===== src/rtl/bin_bcd_display_scanner_pkg.sv =====
// bin_bcd_display_scanner_pkg: shared constants, FSM encoding and helpers for the BCD display scanner
package bin_bcd_display_scanner_pkg;

    localparam logic [3:0] BLANK_CODE = 4'hF;
    localparam int DEFAULT_NUM_DIGITS = 4;

    typedef enum logic [1:0] {IDLE, SHIFT, COMMIT} state_t;

    function automatic int max_display_value(input int n);
        int v = 1;
        for (int i = 0; i < n; i++) v *= 10;
        return v - 1;
    endfunction

endpackage


===== src/rtl/bin_bcd_display_scanner_bcd_double_dabble.sv =====
// bcd_double_dabble: one add-3/shift iteration over NIB BCD nibbles and the binary shift register
// Ports: bcd/bin in (current work state), bcd_next/bin_next out (state after one iteration)
module bcd_double_dabble
    import bin_bcd_display_scanner_pkg::*;
#(
    parameter int NIB   = DEFAULT_NUM_DIGITS + 1,
    parameter int BIN_W = 14
) (
    input  logic [4*NIB-1:0] bcd,
    input  logic [BIN_W-1:0] bin,
    output logic [4*NIB-1:0] bcd_next,
    output logic [BIN_W-1:0] bin_next
);

    logic [4*NIB-1:0] adj;

    always_comb begin
        adj = bcd;
        for (int i = 0; i < NIB; i++)
            adj[4*i +: 4] = (bcd[4*i +: 4] >= 4'd5) ? bcd[4*i +: 4] + 4'd3 : bcd[4*i +: 4];
    end

    assign {bcd_next, bin_next} = {adj, bin} << 1;

endmodule


===== src/rtl/bin_bcd_display_scanner.sv =====
// bin_bcd_display_scanner: binary-to-BCD converter feeding a multiplexed 7-segment digit scanner
// Ports: clk, rst (async, active-high), Bin_In/Load request, Busy/Overflow/Digit_Valid status,
//        Binary_Num (scanned BCD digit) and Digit_Sel (one-hot, active-low digit enable).
// Build option: define LEADING_ZERO_BLANK_EN to blank zero digits above the most-significant nonzero digit.
module bin_bcd_display_scanner
    import bin_bcd_display_scanner_pkg::*;
#(
    parameter int NUM_DIGITS  = DEFAULT_NUM_DIGITS,
    parameter int BIN_W       = 14,
    parameter int REFRESH_DIV = 50000
) (
    input  logic                  clk,
    input  logic                  rst,
    input  logic [BIN_W-1:0]      Bin_In,
    input  logic                  Load,
    output logic                  Busy,
    output logic                  Overflow,
    output logic                  Digit_Valid,
    output logic [3:0]            Binary_Num,
    output logic [NUM_DIGITS-1:0] Digit_Sel
);

    localparam int NIB = NUM_DIGITS + 1;
    localparam int CW  = $clog2(BIN_W + 1);
    localparam int RW  = REFRESH_DIV > 1 ? $clog2(REFRESH_DIV) : 1;
    localparam int IW  = NUM_DIGITS > 1 ? $clog2(NUM_DIGITS) : 1;
    localparam logic [31:0] MAX_VAL = 32'(max_display_value(NUM_DIGITS));
    localparam logic [NUM_DIGITS-1:0] ONE = 1;

    state_t                  state;
    logic [BIN_W-1:0]        bin_sr, bin_next;
    logic [4*NIB-1:0]        work, work_next;
    logic [CW-1:0]           iter;
    logic                    ovf_pending;
    logic [4*NUM_DIGITS-1:0] disp, commit_val;
    logic [RW-1:0]           ref_cnt;
    logic [IW-1:0]           idx, idx_next;

    bcd_double_dabble #(.NIB(NIB), .BIN_W(BIN_W)) u_dd (
        .bcd      (work),
        .bin      (bin_sr),
        .bcd_next (work_next),
        .bin_next (bin_next)
    );

    // The top (extra) work nibble only exists so a carry at max input is never lost; it is never shown.
`ifdef LEADING_ZERO_BLANK_EN
    logic nz;
    always_comb begin
        nz = 1'b0;
        commit_val = '0;
        for (int i = NUM_DIGITS - 1; i >= 0; i--) begin
            nz = nz | (work[4*i +: 4] != 4'd0) | (i == 0);
            commit_val[4*i +: 4] = (ovf_pending || !nz) ? BLANK_CODE : work[4*i +: 4];
        end
    end
`else
    assign commit_val = ovf_pending ? {NUM_DIGITS{BLANK_CODE}} : work[4*NUM_DIGITS-1:0];
`endif

    always_ff @(posedge clk or posedge rst) begin
        if (rst) begin
            state       <= IDLE;
            Busy        <= 1'b0;
            Overflow    <= 1'b0;
            Digit_Valid <= 1'b0;
            bin_sr      <= '0;
            work        <= '0;
            iter        <= '0;
            ovf_pending <= 1'b0;
            disp        <= {NUM_DIGITS{BLANK_CODE}};
        end else begin
            case (state)
                IDLE: if (Load) begin
                    bin_sr      <= Bin_In;
                    work        <= '0;
                    iter        <= '0;
                    ovf_pending <= 32'(Bin_In) > MAX_VAL;
                    Overflow    <= 1'b0;
                    Busy        <= 1'b1;
                    state       <= SHIFT;
                end
                SHIFT: begin
                    bin_sr <= bin_next;
                    work   <= work_next;
                    iter   <= iter + 1'b1;
                    if (iter == CW'(BIN_W - 1)) state <= COMMIT;
                end
                COMMIT: begin
                    disp        <= commit_val;
                    Overflow    <= ovf_pending;
                    Digit_Valid <= 1'b1;
                    Busy        <= 1'b0;
                    state       <= IDLE;
                end
                default: state <= IDLE;
            endcase
        end
    end

    assign idx_next = (idx == IW'(NUM_DIGITS - 1)) ? '0 : idx + 1'b1;

    // Digit code and select are loaded on the same wrap edge so the display never shows a mismatched pair.
    always_ff @(posedge clk or posedge rst) begin
        if (rst) begin
            ref_cnt    <= '0;
            idx        <= '0;
            Binary_Num <= BLANK_CODE;
            Digit_Sel  <= ~ONE;
        end else if (ref_cnt == RW'(REFRESH_DIV - 1)) begin
            ref_cnt    <= '0;
            idx        <= idx_next;
            Binary_Num <= disp[4*idx_next +: 4];
            Digit_Sel  <= ~(ONE << idx_next);
        end else begin
            ref_cnt <= ref_cnt + 1'b1;
        end
    end

endmodule


===== config.mk =====
export PLATFORM = sky130hd
export DESIGN_NAME = bin_bcd_display_scanner
export DESIGN_NICKNAME = d
export VERILOG_FILES = /design/src/rtl/bin_bcd_display_scanner_pkg.sv /design/src/rtl/bin_bcd_display_scanner_bcd_double_dabble.sv /design/src/rtl/bin_bcd_display_scanner.sv
export SDC_FILE = /design/constraint.sdc
export NUM_CORES = 1
export LEC_CHECK = 0
export CAP_MARGIN = 20
export CORE_ASPECT_RATIO = 0.8
export CORE_MARGIN = 2
export CORE_UTILIZATION = 30
export CTS_CLUSTER_SIZE = 16
export DETAILED_ROUTE_END_ITERATION = 16
export PLACE_DENSITY = 0.57
export SYNTH_ARGS = -nofsm -noshare
export SYNTH_HDL_FRONTEND = slang
export SYNTH_SLANG_ARGS = --single-unit
export TNS_END_PERCENT = 50

===== constraint.sdc =====
create_clock -name clk -period 6.7 [get_ports clk]
set_input_delay 2.01 -clock clk [delete_from_list [all_inputs] [get_ports clk]]
set_output_delay 2.01 -clock clk [all_outputs]
set_load 0.01 [all_outputs]

Word level (Yosys, flattened, before mapping)

Cells that the tools add are included.

Bits in registers: 86
Input bits: 17
Output and inout port bits: 11
Word-level logic and storage cells: 65

Add/sub/neg operators: 8
$lt $le $gt $ge: 6
Equal/unequal tests: 7
Shifts and indexed selects: 2
Muxes and demuxes: 21
Bitwise gates (word level): 1
Reductions and logical operators: 7

Operators by type and width:

| operator                                                               | count |
|---|---|
| 20-bit case mux with 2 select lines                                    | 1 |
| 16-bit two-way mux                                                     | 2 |
| 14-bit case mux with 2 select lines                                    | 1 |
| 4-bit by 3-bit >= comparator with 1-bit output (second input constant) | 5 |
| 20-bit two-way mux                                                     | 1 |
| 4-bit two-way mux                                                      | 5 |
| 16-bit by 1-bit adder with 16-bit output (second input constant)       | 1 |
| 4-bit by 2-bit adder with 4-bit output (second input constant)         | 4 |
| 16-bit == test (second input constant)                                 | 1 |
| 16-bit by 5-bit indexed part select with 4-bit output                  | 1 |
| 14-bit > comparator (second input constant)                            | 1 |
| 14-bit two-way mux                                                     | 1 |
| 4-bit case mux with 2 select lines                                     | 1 |
| 2-bit AND reduction                                                    | 4 |
| 2-bit two-way mux                                                      | 3 |
| 4-bit by 1-bit adder with 4-bit output (second input constant)         | 1 |
| 2-bit == test (second input constant)                                  | 2 |
| 4-bit == test (second input constant)                                  | 1 |
| 2-bit inequality test (second input constant)                          | 2 |
| 4-bit NOT                                                              | 1 |
| 1-bit case mux with 2 select lines                                     | 2 |
| 2-bit case mux with 2 select lines                                     | 1 |
| 2-bit nonzero test                                                     | 2 |
| 1-bit by 2-bit << shifter with 4-bit output (first input constant)     | 1 |
| other kinds (6)                                                        | 7 |

Logic depth before layout (Yosys ltp)

Gate-level depths: netlist (run 1).

Depth in word-level cells: 4
Mapped depth: 7
Mapped depth without buffers: 6

By module

A second synthesis (run 1) with hierarchy kept.

Cells, all modules: 446
Area total of the unflattened synthesis: 4434.3 um^2

Modules (own cells, without submodules):

| module                  | times used | cells an instance | area each (um^2) | seq. area each (um^2) |
|---|---|---|---|---|
| bin_bcd_display_scanner | 1          | 354               | 3831.2           | 2180.8 |
| bcd_double_dabble       | 1          | 92                | 603.1            | 0.0 |

Least setup slack after synthesis (run 1)

OpenSTA, ideal clock, no wires.

Path type: input to register
From: in Load
To: reg bin_sr[0]
Library setup time: 0.083 ns
Data arrival time: 2.710 ns
Data required time: 6.617 ns
Setup slack: 3.908 ns
Stages on the path: 5
Path buffers: 2
Cells stage by stage: nor2b_1 > clkbuf_1 > buf_2 > a21oi_1 > o21ai_0

Longest elaborated chain between the ends: 2

RTL lines:

| what                            | line                          | source |
|---|---|---|
| start, declared                 | bin_bcd_display_scanner.sv:15 | `input logic Load,` |
| 2-bit inequality test (no line) | n/a                           |  |
| 2-bit AND reduction (no line)   | n/a                           |  |
| end signal, assigned            | bin_bcd_display_scanner.sv:75 | `bin_sr <= Bin_In;` |
| end signal, assigned            | bin_bcd_display_scanner.sv:84 | `bin_sr <= bin_next;` |
| end, declared                   | bin_bcd_display_scanner.sv:31 | `logic [BIN_W-1:0] bin_sr, bin_next;` |

No other way between the ends.
A chain may end at the register's enable or synchronous reset.

Worst setup path in the final report (run 1)

From: in Load
To: reg bin_sr[7]

Same word-level chain as after synthesis.

==> metrics.csv, run 1 <==
stage,metric,value,unit
run_status,status,completed,
cells_and_area,diodes,0,
synthesis,yosysTopAreaCell,dfrtp_1,
cells_and_area,num-fill-cells,1284,
synthesis,synth_area_leaders,"dfrtp_1, dfstp_2, o21ai_0",
synthesis,synth_top_family_by_area,simple AND/OR/NAND/NOR gates,
cells_and_area,finalInstanceArea,0.00477,sq mm
clock_network,cts_buffer_depth,2,
grt,grt_pass1_wl,14.4,mm
grt,grt_pass1_vias,2928,
placement,placed_cells,596,
die,die_h,107,um
drt,drc,0,
worst_setup_path,path_cells,"clkdlybuf4s50_1, nor2b_1, buf_4, a21oi_1, o21ai_0",
grt,grt-ovfl-total,0,
die,rows,37,
cells_and_area,seqCellArea,0.00208,sq mm
clock_network,path_clk_slew,70,ps
sta,finalCritPeriodShare,52.5,%
worst_setup_path,end_kind,flop,
clock_network,clock_latency,340,ps
worst_setup_path,cpPeakStageDelay,890,ps
synthesis,synth_edf_count,0,
synthesis,syn-instance-count,412,
clock_network,cts_tree,done,
cells_and_area,drive_gt1_share,11.9,%
sta,period_minus_slack,3520,ps
sta,worstMarginPinSlew,976,ps
synthesis,ys_seq_area_share,51.9,%
sta,setup_tns,0,ps
drt,firstDrtPassIters,5,
cells_and_area,final_nets,466,
worst_setup_path,crit_type,in -> reg,
synthesis,synth_area_per_cell,9.73,sq um
sta,rsz0062_at_grt,no,
cells_and_area,post-route-util,36.8,%
synthesis,synth_fa_ha_area_share,4.99,%
die,coreArea,0.0130,sq mm
synthesis,synth_warnings,0,
clock_network,cts-resized-gates,0,
synthesis,synthFlopType,dfrtp_1,
cells_and_area,multi_input_comb_area,0.00178,sq mm
power,ir_worst_vdd,0.167,mV
power,total_power,1.83,mW
synthesis,synth-compound-area-share,14.9,%
hold_path,hold_path.class,reg -> reg,
clock_network,clkSinkCount,82,
synthesis,synth_mux_area_share,3.25,%
worst_setup_path,arrival,3770,ps
sta,holdWs,459,ps
placement,place_ws,2300,ps
die,io_pins,28,
sta,maxSlewHeadroom,34.9,%
clock_network,cts_root_buf,clkbuf_16,
cells_and_area,syn2layout_area_growth,19.1,%
sta,finClkSkew,8.50,ps
power,power_density,384,mW/mm^2
sta,finalHoldViolCount,0,
die,initial_core_util,30.9,%
drt,routedWlPerCell,13.2,um
synthesis,ys_ff_latch,82,
synthesis,synth_nets,445,
power,p_leak,2.00,nW
worst_setup_path,cpMaxStageDelayCell,clkdlybuf4s50_1,
synthesis,async_reset_ff_share,100,%
clock_network,htree_levels,3,
die,fp.dieArea,0.0143,sq mm
synthesis,yosys.area_share.simple,17.4,%
worst_setup_path,cp.buffers_inverters,2,
drt,dr_total_vias,2964,
synthesis,yosysUniqueCellTypes,38,
clock_network,numCtsBuffers,9,
grt,antenna_found_initial,0,
grt,track_usage,12.4,%
grt,grt_max_degree,58,
drt,ant_nets,0,
sta,finalSetupViolCount,0,
placement,dpl.hpwl,5.32,mm
placement,gp_congestion,0.752,
worst_setup_path,critical_path.top_delay_family,buffers and inverters,
synthesis,synthesis.area,0.00401,sq mm
sta,slew_violations,0,
synthesis,yosysTopAreaCellShare,36.8,%
clock_network,post_cts_buffers,0,
drt,routed_wirelength,8.08,mm
clock_network,cts-hold-fix-buffers,0,
placement,place_area,0.00444,sq mm
sta,worst_slack,3180,ps
placement,numPortBuffers,27,
synthesis,synth_xor_area_share,3.93,%
worst_setup_path,cp_max_fo,18,
die,die_w,133,um
drt,drtIter0Drc,170,
sta,fmax,284,MHz
worst_setup_path,cp.required,6950,ps
worst_setup_path,worst_setup_path_start_kind,input pin,
run,cap_violations,0,
cells_and_area,layoutNonFillerInstCount,613,
drt,vias_per_cell,4.84,
cells by family (layout without fill, tap and decap cells):
group	after synthesis	after routing
adder cells (fa/ha/maj)	16	16
AND/OR/NAND/NOR	145	145
flip-flops	82	82
buffers and inverters	38	64
XOR/XNOR	18	18
multiplexers	8	8
AO/OA/AOI/OAI	105	105
layer usage:
layer	GRT usage, %	vias up	part of all wire (%)
met4	3.34	0	0.89
met3	3.25	15	5.4
met5	0	-	0
met2	18.7	79	43
met1	17.8	1403	51
li1	-	1467	-
power breakdown:
part           internal, mW  switching (mW)
clock                 0.333           0.212
combinational         0.235           0.272
sequential            0.638           0.141
tightest hold or removal path: cells and delay by family, from the launching register on:
family	cells	cell delay, ps
AND/OR/NAND/NOR	2	90
flip-flops	1	370
Yosys cell counts, types with 2 or more instances:
| master | count |
|---|---|
| nand2_1 | 52 |
| nand4_1 | 4 |
| nand2b_1 | 6 |
| a22oi_1 | 13 |
| o31ai_1 | 2 |
| nor3b_1 | 2 |
| xor2_1 | 7 |
| a22o_1 | 5 |
| buf_2 | 4 |
| a21oi_1 | 25 |
| o21ai_0 | 56 |
| nor2_1 | 32 |
| inv_1 | 18 |
| nor3_1 | 9 |
| xnor2_1 | 11 |
| ha_1 | 16 |
| clkbuf_1 | 15 |
| nand3_1 | 13 |
| nor4_1 | 3 |
| mux2i_1 | 4 |
| mux4_2 | 4 |
| dfrtp_1 | 59 |
| dfstp_2 | 23 |
| nor2b_1 | 15 |
area by class of cell:
class	instances	area share, %
tap	175	4.59
inverter	18	1.44
clock inverter	7	2.20
multi-input combinational	292	37.3
timing repair buffer	30	6.13
sequential	82	43.6
clock buffer	9	4.72
final timing paths:
kind | startpoint | end | slack (ps) | cells after the start
min in group asynchronous | rst | idx[0] | 2000 | 2
max in group asynchronous | rst | work[3] | 3630 | 3
hold reg to reg | Binary_Num[0] | Binary_Num[0] | 460 | 2
setup reg to reg | state[0] | bin_sr[7] | 4510 | 4
hold / removal | Binary_Num[0] | Binary_Num[0] | 460 | 2
setup / recovery | Load | bin_sr[7] | 3180 | 5
sequential cells by signal (all words and copies together) (netlist names), 2 cells and up:
register,cells
Binary_Num,4
Digit_Sel,4
bin_sr,14
disp,16
idx,2
iter,4
ref_cnt,16
state,2
work,16
cells in the final DEF, fill, tap and decap left out, drive strengths merged, types with 2 or more instances in the layout:
master,instances
dfrtp,59
o21ai,56
nand2,52
nor2,32
clkdlybuf4s50,27
a21oi,26
dfstp,23
inv,21
ha,16
nor2b,15
nand3,14
a22oi,13
xnor2,11
nor3,9
clkbuf,9
xor2,7
nand2b,6
a22o,5
nand4,4
mux4,4
mux2i,4
nor4,3
buf,3
o31ai,2
nor3b,2
bufinv,2
Power figures use the tool's default switching activity.
==> run 2: changes to the inputs <==
- PLACE_DENSITY: 0.57 -> 0.59
- clock period: 6.7 -> 3.2 ns (I/O delays scaled with it)
==> metrics.csv, run 2 (synthesis results as in run 1) <==
stage,metric,value,unit,change
placement,place_ws,813,ps,-1480 ps
worst_setup_path,arrival,1420,ps,-2350 ps
drt,routedWlPerCell,13.2,um,+0.28%
sta,setup_tns,0,ps,unchanged
die,io_pins,28,,unchanged
clock_network,htree_levels,3,,unchanged
grt,grt_max_degree,83,,+43%
sta,slew_violations,0,,unchanged
sta,period_minus_slack,2380,ps,
sta,worstMarginPinSlew,729,ps,-247 ps
worst_setup_path,cpMaxStageDelayCell,dfstp_2,,
cells_and_area,post-route-util,36.7,%,-0.087 points
cells_and_area,num-fill-cells,1318,,+2.6%
clock_network,cts-hold-fix-buffers,0,,unchanged
grt,antenna_found_initial,0,,unchanged
die,die_w,133,um,unchanged
cells_and_area,diodes,0,,unchanged
cells_and_area,drive_gt1_share,12.2,%,+0.37 points
grt,track_usage,12.4,%,+0.023 points
power,ir_worst_vdd,0.340,mV,+100%
worst_setup_path,critPathLaunch,Binary_Num[3],,
hold_path,hold_path.class,reg -> reg,,
power,total_power,3.69,mW,+100%
worst_setup_path,end_kind,output port,,
clock_network,cts_tree,done,,
clock_network,cts-resized-gates,0,,unchanged
grt,grt_pass1_vias,2943,,+0.51%
drt,routed_wirelength,8.14,mm,+0.77%
worst_setup_path,cp.required,2240,ps,-4710 ps
sta,finClkSkew,12.6,ps,+4.15 ps
worst_setup_path,worst_setup_path_start_kind,flop,,
sta,finalSetupViolCount,0,,unchanged
clock_network,post_cts_buffers,0,,unchanged
run,cap_violations,0,,unchanged
die,initial_core_util,30.9,%,unchanged
clock_network,cts_root_buf,clkbuf_16,,
drt,dr_total_vias,2985,,+0.71%
clock_network,numCtsBuffers,9,,unchanged
die,rows,37,,unchanged
die,coreArea,0.0130,sq mm,unchanged
sta,finalHoldViolCount,0,,unchanged
clock_network,path_clk_slew,70,ps,about the same
placement,dpl.hpwl,5.48,mm,+3.1%
grt,grt-ovfl-total,0,,unchanged
worst_setup_path,crit_type,reg -> out,,
worst_setup_path,path_cells,clkdlybuf4s50_1,,
cells_and_area,syn2layout_area_growth,18.8,%,
sta,worst_slack,817,ps,-2360 ps
worst_setup_path,cpPeakStageDelay,550,ps,-340 ps
clock_network,clock_latency,340,ps,about the same
placement,gp_congestion,0.786,,+4.5%
worst_setup_path,cp.buffers_inverters,1,,-1
worst_setup_path,reg2reg_from,state[0],,
hold_path,hold_start,Binary_Num[2],,
sta,holdWs,457,ps,-2.05 ps
drt,ant_nets,0,,unchanged
cells_and_area,reg_top3,"disp x16, ref_cnt x16, work x16",,
worst_setup_path,critical_path.top_delay_family,flip-flops,,
cells_and_area,final_nets,469,,+0.64%
sta,maxSlewHeadroom,51.4,%,+17 points
drt,firstDrtPassIters,4,,-1
sta,finalCritPeriodShare,74.5,%,
drt,drc,0,,unchanged
die,fp.dieArea,0.0143,sq mm,unchanged
power,power_density,775,mW/mm^2,+100%
worst_setup_path,cp_max_fo,2,,-16
die,die_h,107,um,unchanged
placement,numPortBuffers,27,,unchanged
drt,drtIter0Drc,215,,+26%
clock_network,cts_buffer_depth,2,,unchanged
cells_and_area,layout_common_cells,"dfrtp_1, o21ai_0, nand2_1",,
run_status,status,completed,,
sta,fmax,420,MHz,
power,p_leak,1.98,nW,-0.69%
sta,rsz0062_at_grt,no,,
drt,vias_per_cell,4.85,,+0.22%
cells_and_area,layout_commonest_cell,dfrtp_1,,
grt,grt_pass1_wl,14.2,mm,-1.5%
clock_network,clkSinkCount,82,,unchanged
==> run 2: cell types whose count changed in the layout (fill, tap and decap cells not counted) <==
cell	change
buf_12	+1
buf_4	+2
bufinv_16	-2
clkinvlp_4	+3
inv_6	-2
inv_8	+1
nor2_1	+1
nor2_2	-1
==> run 2: cell type report <==
| cell class | instances | area (sq um) | area share, % |
|---|---|---|---|
| multi-input cells | 292 | 1780 | 37.4 |
| clock buffers | 9 | 225 | 4.73 |
| repair buffers | 33 | 328 | 6.88 |
| clock inverters | 7 | 61.3 | 1.29 |
| inverters | 18 | 68.8 | 1.44 |
| well taps | 175 | 219 | 4.60 |
| flip-flops and latches | 82 | 2080 | 43.7 |
==> run 2: report_power, final <==
group | total [mW] | switching [mW] | internal (mW) | leakage, nW
Combinational | 1.06 | 0.558 | 0.501 | 0.857
Clock | 0.992 | 0.453 | 0.539 | 0.128
Sequential | 1.64 | 0.304 | 1.34 | 0.997
Total | 3.69 | 1.32 | 2.38 | 1.98
==> run 2: per-stage QoR <==
stage / cells / cell area (sq um)
global route: 616 / 4760
CTS: 616 / 4760
floorplan: 412 / 4010
global placement: 600 / 4480
finish: 616 / 4760
detailed placement: 600 / 4480
==> run 2: path summary, 6_finish.rpt <==
check	slack [ps]	depth (start not counted)	to
setup / recovery	820	1	Binary_Num[3]
hold / removal	460	2	Binary_Num[2]
setup reg to reg	1240	5	bin_sr[4]
hold reg to reg	460	2	Binary_Num[2]
max in group asynchronous	1810	3	Binary_Num[1]
min in group asynchronous	1020	3	work[2]
==> run 2: per-layer routing <==
layer	GRT usage (%)	share of wire, %	up-vias
li1	-	-	1474
met4	3.65	1.4	0
met3	4.24	3.7	10
met5	0	0	-
met1	16.5	50	1456
met2	19.4	45	45
==> run 3: changes to the inputs <==
- clock period: 3.2 -> 2.08 ns (I/O delays scaled with it)
==> metrics.csv, run 3 (synthesis results as in run 1) <==
stage,metric,value,unit,change
drt,routedWlPerCell,13.2,um,-0.15%
power,power_frac_clock,27.5,%,+0.6 points
cells_and_area,diodes,0,,unchanged
grt,grt_pass1_vias,3105,,+5.5%
cells_and_area,num-fill-cells,1253,,-4.9%
clock_network,cts-hold-fix-buffers,0,,unchanged
worst_setup_path,cpMaxStageDelayCell,dfstp_2,,
placement,dpl.hpwl,5.74,mm,+4.7%
sta,maxSlewHeadroom,61.0,%,+9.6 points
worst_setup_path,r2r_cells,4,,-1
drt,ant_nets,0,,unchanged
cells_and_area,post-route-util,37.8,%,+1.0 points
worst_setup_path,critPathLaunch,Binary_Num[3],,
grt,track_usage,12.9,%,+0.41 points
sta,period_minus_slack,2020,ps,
die,initial_core_util,30.9,%,unchanged
cells_and_area,syn2layout_area_growth,22.2,%,
worst_setup_path,critical_path.top_delay_family,flip-flops,,
sta,slew_violations,0,,unchanged
clock_network,numCtsBuffers,9,,unchanged
cells_and_area,final_nets,479,,+2.1%
worst_setup_path,arrival,1400,ps,-20 ps
clock_network,htree_levels,3,,unchanged
die,coreArea,0.0130,sq mm,unchanged
clock_network,clkSinkCount,82,,unchanged
clock_network,cts_root_buf,clkbuf_16,,
worst_setup_path,cp_max_fo,2,,unchanged
drt,dr_total_vias,3040,,+1.8%
grt,grt-ovfl-total,0,,unchanged
sta,finClkSkew,6.42,ps,-6.22 ps
sta,finalSetupViolCount,0,,unchanged
grt,grt_max_degree,35,,-58%
cells_and_area,drive_gt1_share,14.0,%,+1.7 points
run,cap_violations,0,,unchanged
die,die_h,107,um,unchanged
cells_and_area,reg_top3,"disp x16, ref_cnt x16, work x16",,
sta,rsz0062_at_grt,no,,
worst_setup_path,endpoint,Binary_Num[3],,
clock_network,cts_tree,done,,
worst_setup_path,worst_setup_path_start_kind,flop,,
power,swShare,33.7,%,-1.9 points
drt,drtIter0Drc,159,,-26%
power,total_power,5.87,mW,+59%
clock_network,path_clk_slew,60,ps,about the same
worst_setup_path,cpPeakStageDelay,530,ps,-20 ps
sta,finalHoldViolCount,0,,unchanged
drt,vias_per_cell,4.86,,+0.22%
clock_network,post_cts_buffers,0,,unchanged
cells_and_area,layoutNonFillerInstCount,626,,+1.6%
placement,numPortBuffers,27,,unchanged
power,p_sw,1.98,mW,+51%
run_status,status,completed,,
worst_setup_path,regToRegSetupSlack,420,ps,-820 ps
drt,firstDrtPassIters,4,,unchanged
power,ir_worst_vdd,0.547,mV,+61%
power,power.share.combinational,30.1,%,+1.4 points
die,die_w,133,um,unchanged
power,p_int,3.89,mW,+64%
placement,place_area,0.00459,sq mm,+2.6%
grt,grt_pass1_wl,14.9,mm,+4.9%
drt,drc,0,,unchanged
placement,gp_congestion,0.811,,+3.2%
power,p_leak,2.05,nW,+3.6%
die,fp.dieArea,0.0143,sq mm,unchanged
sta,worstMarginPinSlew,585,ps,-144 ps
sta,holdWs,461,ps,+4.22 ps
hold_path,hold_path.class,reg -> reg,,
sta,worst_slack,56.7,ps,-761 ps
worst_setup_path,end_kind,output port,,
worst_setup_path,cp.required,1460,ps,-780 ps
worst_setup_path,path_cells,clkdlybuf4s50_1,,
die,rows,37,,unchanged
power,power_density,1200,mW/mm^2,+55%
worst_setup_path,reg2reg_from,ref_cnt[2],,
cells_and_area,finalInstanceArea,0.00490,sq mm,+2.8%
sta,finalCritPeriodShare,97.3,%,
clock_network,cts-resized-gates,0,,unchanged
grt,antenna_found_initial,0,,unchanged
clock_network,clock_latency,330,ps,about the same
worst_setup_path,crit_type,reg -> out,,
power,seq_power_share,42.4,%,-2.0 points
cells_and_area,layout_common_cells,"dfrtp_1, o21ai_0, nand2_1",,
drt,routed_wirelength,8.26,mm,+1.5%
sta,setup_tns,0,ps,unchanged
sta,fmax,494,MHz,
cells_and_area,layout_commonest_cell,dfrtp_1,,
placement,placed_cells,610,,+1.7%
die,io_pins,28,,unchanged
worst_setup_path,cp.buffers_inverters,1,,unchanged
worst_setup_path,r2r-end,ref_cnt[15],,
worst_setup_path,cp.depth,1,,unchanged
placement,place_ws,97.2,ps,-715 ps
clock_network,cts_buffer_depth,2,,unchanged
run 3: cell type report:
class	instances	area [sq um]	area share, %
Multi-Input combinational cell	292	1780	36.3
Clock inverter	4	50.0	1.02
Timing Repair Buffer	43	440	8.99
Sequential cell	82	2080	42.5
Inverter	18	71.3	1.46
Clock buffer	12	256	5.24
Tap cell	175	219	4.47
run 3: worst reg2reg max path: stages (launching register included):
cell and delay [ps]:
dfrtp_1 420, nand4_1 240, or2_1 320, or4_4 490, a21oi_2 130
run 3: power by group through the flow:
stage               Sequential (mW)  Combinational (mW)  Clock [mW]
global placement               2.49                1.70           0
detailed placement             2.51                1.79           0
CTS                            2.48                1.80        1.67
finish                         2.49                1.77        1.62
global route                   2.56                2.06        1.74
floorplan                      2.33                1.37           0
run 3: per-layer routing:
metal,wire [um],track usage [%],share of wire [%]
met1,4130,17.1,50
met2,3790,20.7,46
met3,228,2.87,2.8
met4,116,4.71,1.4
met5,0,0,0
run 3: worst min-delay path by stage:
| stage | start | end | depth (start not counted) |
|---|---|---|---|
| floorplan | ref_cnt[0] | ref_cnt[0] | 1 |
| global placement | Binary_Num[1] | Binary_Num[1] | 2 |
| detailed placement | Binary_Num[0] | Binary_Num[0] | 2 |
| CTS | Binary_Num[0] | Binary_Num[0] | 2 |
| global route | Binary_Num[2] | Binary_Num[2] | 2 |
| finish | Binary_Num[0] | Binary_Num[0] | 2 |
